File: src/rtl/vec_mag_seq.sv
// Multi-cycle vector magnitude unit: shift-add squarer for x^2+y^2 followed by an
// optional restoring square root, with start/busy/done handshake and clock enable.
module vec_mag_seq #(
    parameter int unsigned W = 8
) (
    input  logic           clk,
    input  logic           rst,
    input  logic           ena,
    input  logic           start,
    input  logic           mode,
    input  logic [W-1:0]   x_in,
    input  logic [W-1:0]   y_in,
    output logic           busy,
    output logic           done,
    output logic [2*W:0]   result,
    output logic           exact
);

    localparam int unsigned RW = 2 * W + 1;
    localparam int unsigned CW = $clog2(W + 1);

    typedef enum logic [1:0] {StIdle, StSqx, StSqy, StSqrt} state_e;

    state_e          state_q, state_d;
    logic [CW-1:0]   cnt_q, cnt_d;
    logic            mode_q, mode_d;
    logic [W-1:0]    y_q, y_d;
    logic [W-1:0]    mult_q, mult_d;
    logic [RW-1:0]   mcand_q, mcand_d;
    logic [RW-1:0]   acc_q, acc_d;
    logic [RW:0]     rad_q, rad_d;
    logic [W+2:0]    rem_q, rem_d;
    logic [W:0]      root_q, root_d;
    logic            done_q, done_d;
    logic [RW-1:0]   result_q, result_d;
    logic            exact_q, exact_d;

    logic [RW-1:0]   acc_sum;
    logic [W+2:0]    rem_shift;
    logic [W+2:0]    trial;
    logic            borrow;
    logic [W+2:0]    rem_new;
    logic [W:0]      root_new;

    // One shift-add step: add the shifted multiplicand when the current multiplier bit is set.
    assign acc_sum = acc_q + (mult_q[0] ? mcand_q : '0);

    // One restoring root step on the next bit pair of the radicand.
    assign rem_shift       = (rem_q << 2) | {{(W + 1){1'b0}}, rad_q[RW:RW-1]};
    assign {borrow, trial} = {1'b0, rem_shift} - {1'b0, root_q, 2'b01};
    assign rem_new         = borrow ? rem_shift : trial;
    assign root_new        = {root_q[W-1:0], ~borrow};

    always_comb begin
        state_d  = state_q;
        cnt_d    = cnt_q;
        mode_d   = mode_q;
        y_d      = y_q;
        mult_d   = mult_q;
        mcand_d  = mcand_q;
        acc_d    = acc_q;
        rad_d    = rad_q;
        rem_d    = rem_q;
        root_d   = root_q;
        done_d   = 1'b0;
        result_d = result_q;
        exact_d  = exact_q;

        case (state_q)
            StIdle: begin
                if (start) begin
                    mode_d  = mode;
                    y_d     = y_in;
                    mult_d  = x_in;
                    mcand_d = {{(W + 1){1'b0}}, x_in};
                    acc_d   = '0;
                    cnt_d   = '0;
                    state_d = StSqx;
                end
            end
            StSqx: begin
                acc_d   = acc_sum;
                mcand_d = mcand_q << 1;
                mult_d  = mult_q >> 1;
                cnt_d   = cnt_q + 1'b1;
                if (cnt_q == CW'(W - 1)) begin
                    mult_d  = y_q;
                    mcand_d = {{(W + 1){1'b0}}, y_q};
                    cnt_d   = '0;
                    state_d = StSqy;
                end
            end
            StSqy: begin
                acc_d   = acc_sum;
                mcand_d = mcand_q << 1;
                mult_d  = mult_q >> 1;
                cnt_d   = cnt_q + 1'b1;
                if (cnt_q == CW'(W - 1)) begin
                    cnt_d = '0;
                    if (mode_q) begin
                        result_d = acc_sum;
                        exact_d  = 1'b1;
                        done_d   = 1'b1;
                        state_d  = StIdle;
                    end else begin
                        rad_d   = {1'b0, acc_sum};
                        rem_d   = '0;
                        root_d  = '0;
                        state_d = StSqrt;
                    end
                end
            end
            StSqrt: begin
                rad_d  = rad_q << 2;
                rem_d  = rem_new;
                root_d = root_new;
                cnt_d  = cnt_q + 1'b1;
                if (cnt_q == CW'(W)) begin
                    result_d = {{W{1'b0}}, root_new};
                    exact_d  = (rem_new == '0);
                    done_d   = 1'b1;
                    state_d  = StIdle;
                end
            end
            default: state_d = StIdle;
        endcase
    end

    always_ff @(posedge clk or posedge rst) begin
        if (rst) begin
            state_q  <= StIdle;
            cnt_q    <= '0;
            mode_q   <= 1'b0;
            y_q      <= '0;
            mult_q   <= '0;
            mcand_q  <= '0;
            acc_q    <= '0;
            rad_q    <= '0;
            rem_q    <= '0;
            root_q   <= '0;
            done_q   <= 1'b0;
            result_q <= '0;
            exact_q  <= 1'b0;
        end else if (ena) begin
            state_q  <= state_d;
            cnt_q    <= cnt_d;
            mode_q   <= mode_d;
            y_q      <= y_d;
            mult_q   <= mult_d;
            mcand_q  <= mcand_d;
            acc_q    <= acc_d;
            rad_q    <= rad_d;
            rem_q    <= rem_d;
            root_q   <= root_d;
            done_q   <= done_d;
            result_q <= result_d;
            exact_q  <= exact_d;
        end
    end

    assign busy   = (state_q != StIdle);
    assign done   = done_q;
    assign result = result_q;
    assign exact  = exact_q;

endmodule
File: config.mk
export PLATFORM = sky130hd
export DESIGN_NAME = vec_mag_seq
export DESIGN_NICKNAME = d
export VERILOG_FILES = /design/src/rtl/vec_mag_seq.sv
export SDC_FILE = /design/constraint.sdc
export NUM_CORES = 1
export LEC_CHECK = 0
export CAP_MARGIN = 25
export CORE_UTILIZATION = 60
export DETAILED_ROUTE_END_ITERATION = 10
export PLACE_DENSITY = 0.81
export SKIP_CTS_REPAIR_TIMING = 1
export SYNTH_ARGS = -nofsm -noshare
export SYNTH_HDL_FRONTEND = slang
export SYNTH_SLANG_ARGS = --single-unit
export TNS_END_PERCENT = 1
File: constraint.sdc
create_clock -name clk -period 5.07 [get_ports clk]
set_input_delay 1.014 -clock clk [delete_from_list [all_inputs] [get_ports clk]]
set_output_delay 1.014 -clock clk [all_outputs]
set_load 0.05 [all_outputs]
[Word level (Yosys, flattened, before mapping)]
Cells that the tools add are included.
Word-level totals
  register bits: 112
  bits of input ports: 21
  output and inout bits: 20
Operators by class
  add/subtract/negate cells: 3
  equality and inequality tests: 11
  multiplexer cells: 40
  bitwise gates (word level): 2
  reductions and logical operators: 14
Operators with widths (count)
  two-way mux 17 bit: 7
  case mux 17 bit (2 select lines): 2
  case mux 17 bit (3 select lines): 1
  two-way mux 18 bit: 2
  two-way mux 9 bit: 4
  case mux 18 bit (2 select lines): 1
  case mux 9 bit (2 select lines): 2
  case mux 8 bit (3 select lines): 1
  adder 17 bit: 1
  two-way mux 8 bit: 2
  inequality test 2 bit, second input constant: 6
  case mux 4 bit (3 select lines): 1
  subtractor 11 x 11 -> 12 bit: 1
  logical NOT 11 bit: 1
  two-way mux 11 bit: 1
  bitwise OR 11 x 2 -> 11 bit: 1
  two-way mux 2 bit: 5
  AND reduction 5 bit: 2
  AND reduction 3 bit: 3
  two-way mux 4 bit: 2
  case mux 2 bit (4 select lines): 1
  two-way mux 1 bit: 6
  nonzero test 2 bit: 3
  adder 4 x 1 -> 4 bit, second input constant: 1
  11 further kinds: 13

[Logic depth before layout (Yosys ltp)]
  depth in word-level cells: 6
  depth in mapped cells: 11
  depth with buffers taken out: 11

[Worst setup path after synthesis]
OpenSTA, ideal clock, no wires.
  path type: register to register
  from: reg mult_q[0]
  to: reg rad_q[16]
  library setup time: 69 ps
  arrival: 2491 ps
  slack: 2510 ps
  cell stages (with the launch flop): 12
  period minus slack after synthesis: 2560 ps
  cells stage by stage: dfrtp_1 -> and2_1 -> ha_1 -> inv_1 -> fa_1 -> nor2b_4 -> o31a_1 -> o2111ai_2 -> nor4b_4 -> o21ai_2 -> or4_1 -> nand3_1
Between the ends
  cells in the longest elaborated chain, start to end: 5
RTL lines
  start, declared: line 28  | logic [W-1:0] mult_q, mult_d;
  start signal, assigned: line 149  | mult_q <= mult_d;
  two-way mux 17 bit: line 46  | assign acc_sum = acc_q + (mult_q[0] ? mcand_q : '0);
  adder 17 bit: line 46
  two-way mux 18 bit: line 100  | if (mode_q) begin
  two-way mux 18 bit: line 98  | if (cnt_q == CW'(W - 1)) begin
  case mux 18 bit (2 select lines): line 69  | case (state_q)
  end signal, assigned: line 152  | rad_q <= rad_d;
  end, declared: line 31  | logic [RW:0] rad_q, rad_d;
No other way between the ends. The select of a mux whose other input is x is not followed.
A chain may end at the register's enable or synchronous reset.

[Worst setup path after layout]
  from: in ena
  to: reg mcand_q[12]
Between the ends
  cells in the longest elaborated chain, start to end: 1
RTL lines
  start, declared: line 8  | input logic ena,
  AND reduction 3 bit (no source line)
  end signal, assigned: line 150  | mcand_q <= mcand_d;
  end, declared: line 29  | logic [RW-1:0] mcand_q, mcand_d;
No other way between the ends.

==> results.yml <==
logic_synthesis:
  yosys.area.top_type: "dfrtp_1"
  syn-cell-area_um2: 6270
  ys_types: 62
  seq_area_frac_synth: 0.447
  synth_edf_count: 0
  yosys_warnings: 0
  avgSynthCellArea_um2: 9.17
  syn-num-nets: 739
  synth-async-reset-ratio: 1.00
  synth_area_leaders: "dfrtp_1, o21ai_0, ha_1"
  syn_inst: 684
  ys.flop_type: "dfrtp_1"
  synth.top_cell.area_share: 0.447
  ys_ff_latch: 112
detailed_routing:
  drc: 0
  dr.first_iter.drc_count: 332
  first_pass_iters: 5
  routed_wl_mm: 14.0
  vias_per_cell: 5.96
  ant_nets: 0
  vias: 5050
  wire_per_inst_um: 16.6
global_routing:
  grt.overflow.total: 0
  first_global_vias: 4794
  grt_pass1_wl_mm: 23.6
  antenna_found_initial: 0
  track_usage: 0.273
  grt_max_degree: 71
timing:
  fin_setup_tns_ps: 0
  fin_skew_ps: 15.1
  finalCriticalPeriod_ps: 3190
  period_share: 0.628
  hold_viol: 0
  fin_ws_ps: 1880
  worst_slew_pin_slew_ps: 928
  rsz0062_at_grt: "no"
  relSlewSlack: 0.380
  drv_slew: 0
  max_freq_ghz: 0.314
  finalSetupViolCount: 0
floorplan:
  start_util: 0.630
  fp.dieW_um: 104
  die_area_um2: 10900
  io-pin-count: 41
  fp.dieH_um: 104
  num_rows: 36
  coreArea_um2: 9950
cts:
  clock_sinks: 112
  cts-buffers-inserted: 9
  clk_root_buffer_cell: "clkbuf_8"
  h-tree-depth: 3
  clk_latency_ps: 380
  cts_tree: "yes"
  clockBufferDepth: 2
  path_clk_slew_ps: 100
job:
  maxCapViolations: 0
placement:
  hpwl_mm: 10.4
  io_buffers: 40
  pre_cts_slack_ps: 1520
  gp_congestion: 0.894
final_layout:
  area_delta_synth_final_pct: 10.7
  fin_nets: 765
  antenna_cells: 0
  drive_gt1_frac: 0.0686
worst_setup_path:
  path_class: "input port to flip-flop"
  required_ps: 5400
  cp_max_fo: 32
  cp-startpoint: "ena"
  rr_worst_depth: 11
  r2r_start: "mult_q[0]$_DFFE_PP0P_"
  end_kind: "flip-flop"
  start_kind: "input port"
  arrival_ps: 3510
power:
  ir_drop_v: 0.000449
  leakage_nw: 3.14
  power.density_nw_per_um2: 605
min_path:
  hold_path.startpoint: "result[9]$_DFFE_PP0P_"
  min_path_cells: 2
  min_path_type: "flip-flop to flip-flop"
run_status:
  status: "finished clean"
-- state kept, by name, summed over array words and instances (netlist names) --
register,cells
result,17
acc_q,17
rad_q,18
cnt_q,4
state_q,2
root_q,9
exact,1
y_q,8
mult_q,8
rem_q,9
mcand_q,17
done,1
mode_q,1
-- layout by cell type (no fill, tap or decap), types with 8 or more instances in the layout --
cell type / instances
dfrtp_1: 112
ha_1: 32
o31ai_1: 11
mux2i_1: 9
a21oi_1: 38
a22o_1: 9
nor3_1: 11
and3_1: 8
mux2_2: 11
nand2_1: 90
xor2_1: 9
a31oi_1: 12
nand3_1: 35
clkbuf_8: 10
clkdlybuf4s50_1: 40
xnor2_1: 13
and2_1: 16
o21ai_0: 85
nor2_1: 31
a21o_1: 11
inv_1: 32
-- per-layer routing --
metal	track usage	wire length [um]	up-vias
met5	0	0	-
met4	0.0806	181	0
met3	0.0539	732	18
met2	0.436	6700	143
met1	0.378	6410	2414
li1	-	-	2475
-- worst paths after layout --
check                                          endpoint  slack, ps
worst max-delay path            mcand_q[12]$_DFFE_PP0P_       1880
worst min-delay path              result[9]$_DFFE_PP0P_        480
worst max register to register    acc_q[12]$_DFFE_PP0P_       1890
worst min register to register    result[9]$_DFFE_PP0P_        480
max in group asynchronous         acc_q[13]$_DFFE_PP0P_       3090
min in group asynchronous        state_q[1]$_DFFE_PP0P_       1160
-- where the power goes --
| part | internal (W) | total (W) | switching [W] |
|---|---|---|---|
| Combinational | 0.000864 | 0.00229 | 0.00143 |
| Sequential | 0.00119 | 0.00142 | 0.000228 |
| Clock | 0.000191 | 0.000486 | 0.000295 |
| Total | 0.00225 | 0.00420 | 0.00195 |
-- through the flow --
stage	area (um2)	total power (W)	hold slack, ps	utilization	cells
finish	6940	0.00420	479	0.697	847
global route	6940	0.00453	507	0.697	847
CTS	6940	0.00418	487	0.697	847
detailed placement	6770	0.00369	467	0.680	832
global placement	6750	0.00361	461	0.678	831
floorplan	6270	0.00313	449	-	684
-- worst max-delay path, cell delays in order --
cell             delay (ps)
clkdlybuf4s50_1         590
o21ai_1                 200
inv_1                   230
nand2_1                 590
nor3b_2                 670
a22o_1                  210
-- final cells by class --
type	instances	area, um2
clock buffers	11	141
clock inverters	4	28.8
fillers	816	3020
inverters	33	126
multi-input cells	507	3210
flip-flops and latches	112	2800
well taps	133	166
repair buffers	47	460
-- Yosys cell counts (3+ instances only) --
cell type  number
dfrtp_1       112
nand2_1        90
o21ai_0        86
a21oi_1        38
nand3_1        35
ha_1           33
inv_1          33
nor2_1         31
clkbuf_1       23
and2_1         16
xnor2_1        13
a31oi_1        12
a21o_1         11
mux2_2         11
nor3_1         11
o31ai_1        11
a22o_1          9
mux2i_1         9
xor2_1          9
and3_1          8
nand2b_1        7
o21a_1          6
nor2b_1         5
a31o_2          4
buf_2           4
a221oi_1        3
buf_1           3
nand4_1         3
nor3b_1         3
o211ai_1        3
or3_1           3
-- kinds of logic after synthesis --
family                     Yosys count  synth area share
adders and majority gates           34            0.0690
xor gates and xnor gates            22            0.0307
muxes                               20            0.0341
buffers and inverters               65            0.0409
AOI/OAI and AO/OA                  204             0.201
and+or+nand+nor                    227             0.178
DFF                                112             0.447
No activity file was read; power rests on OpenSTA's default activity.
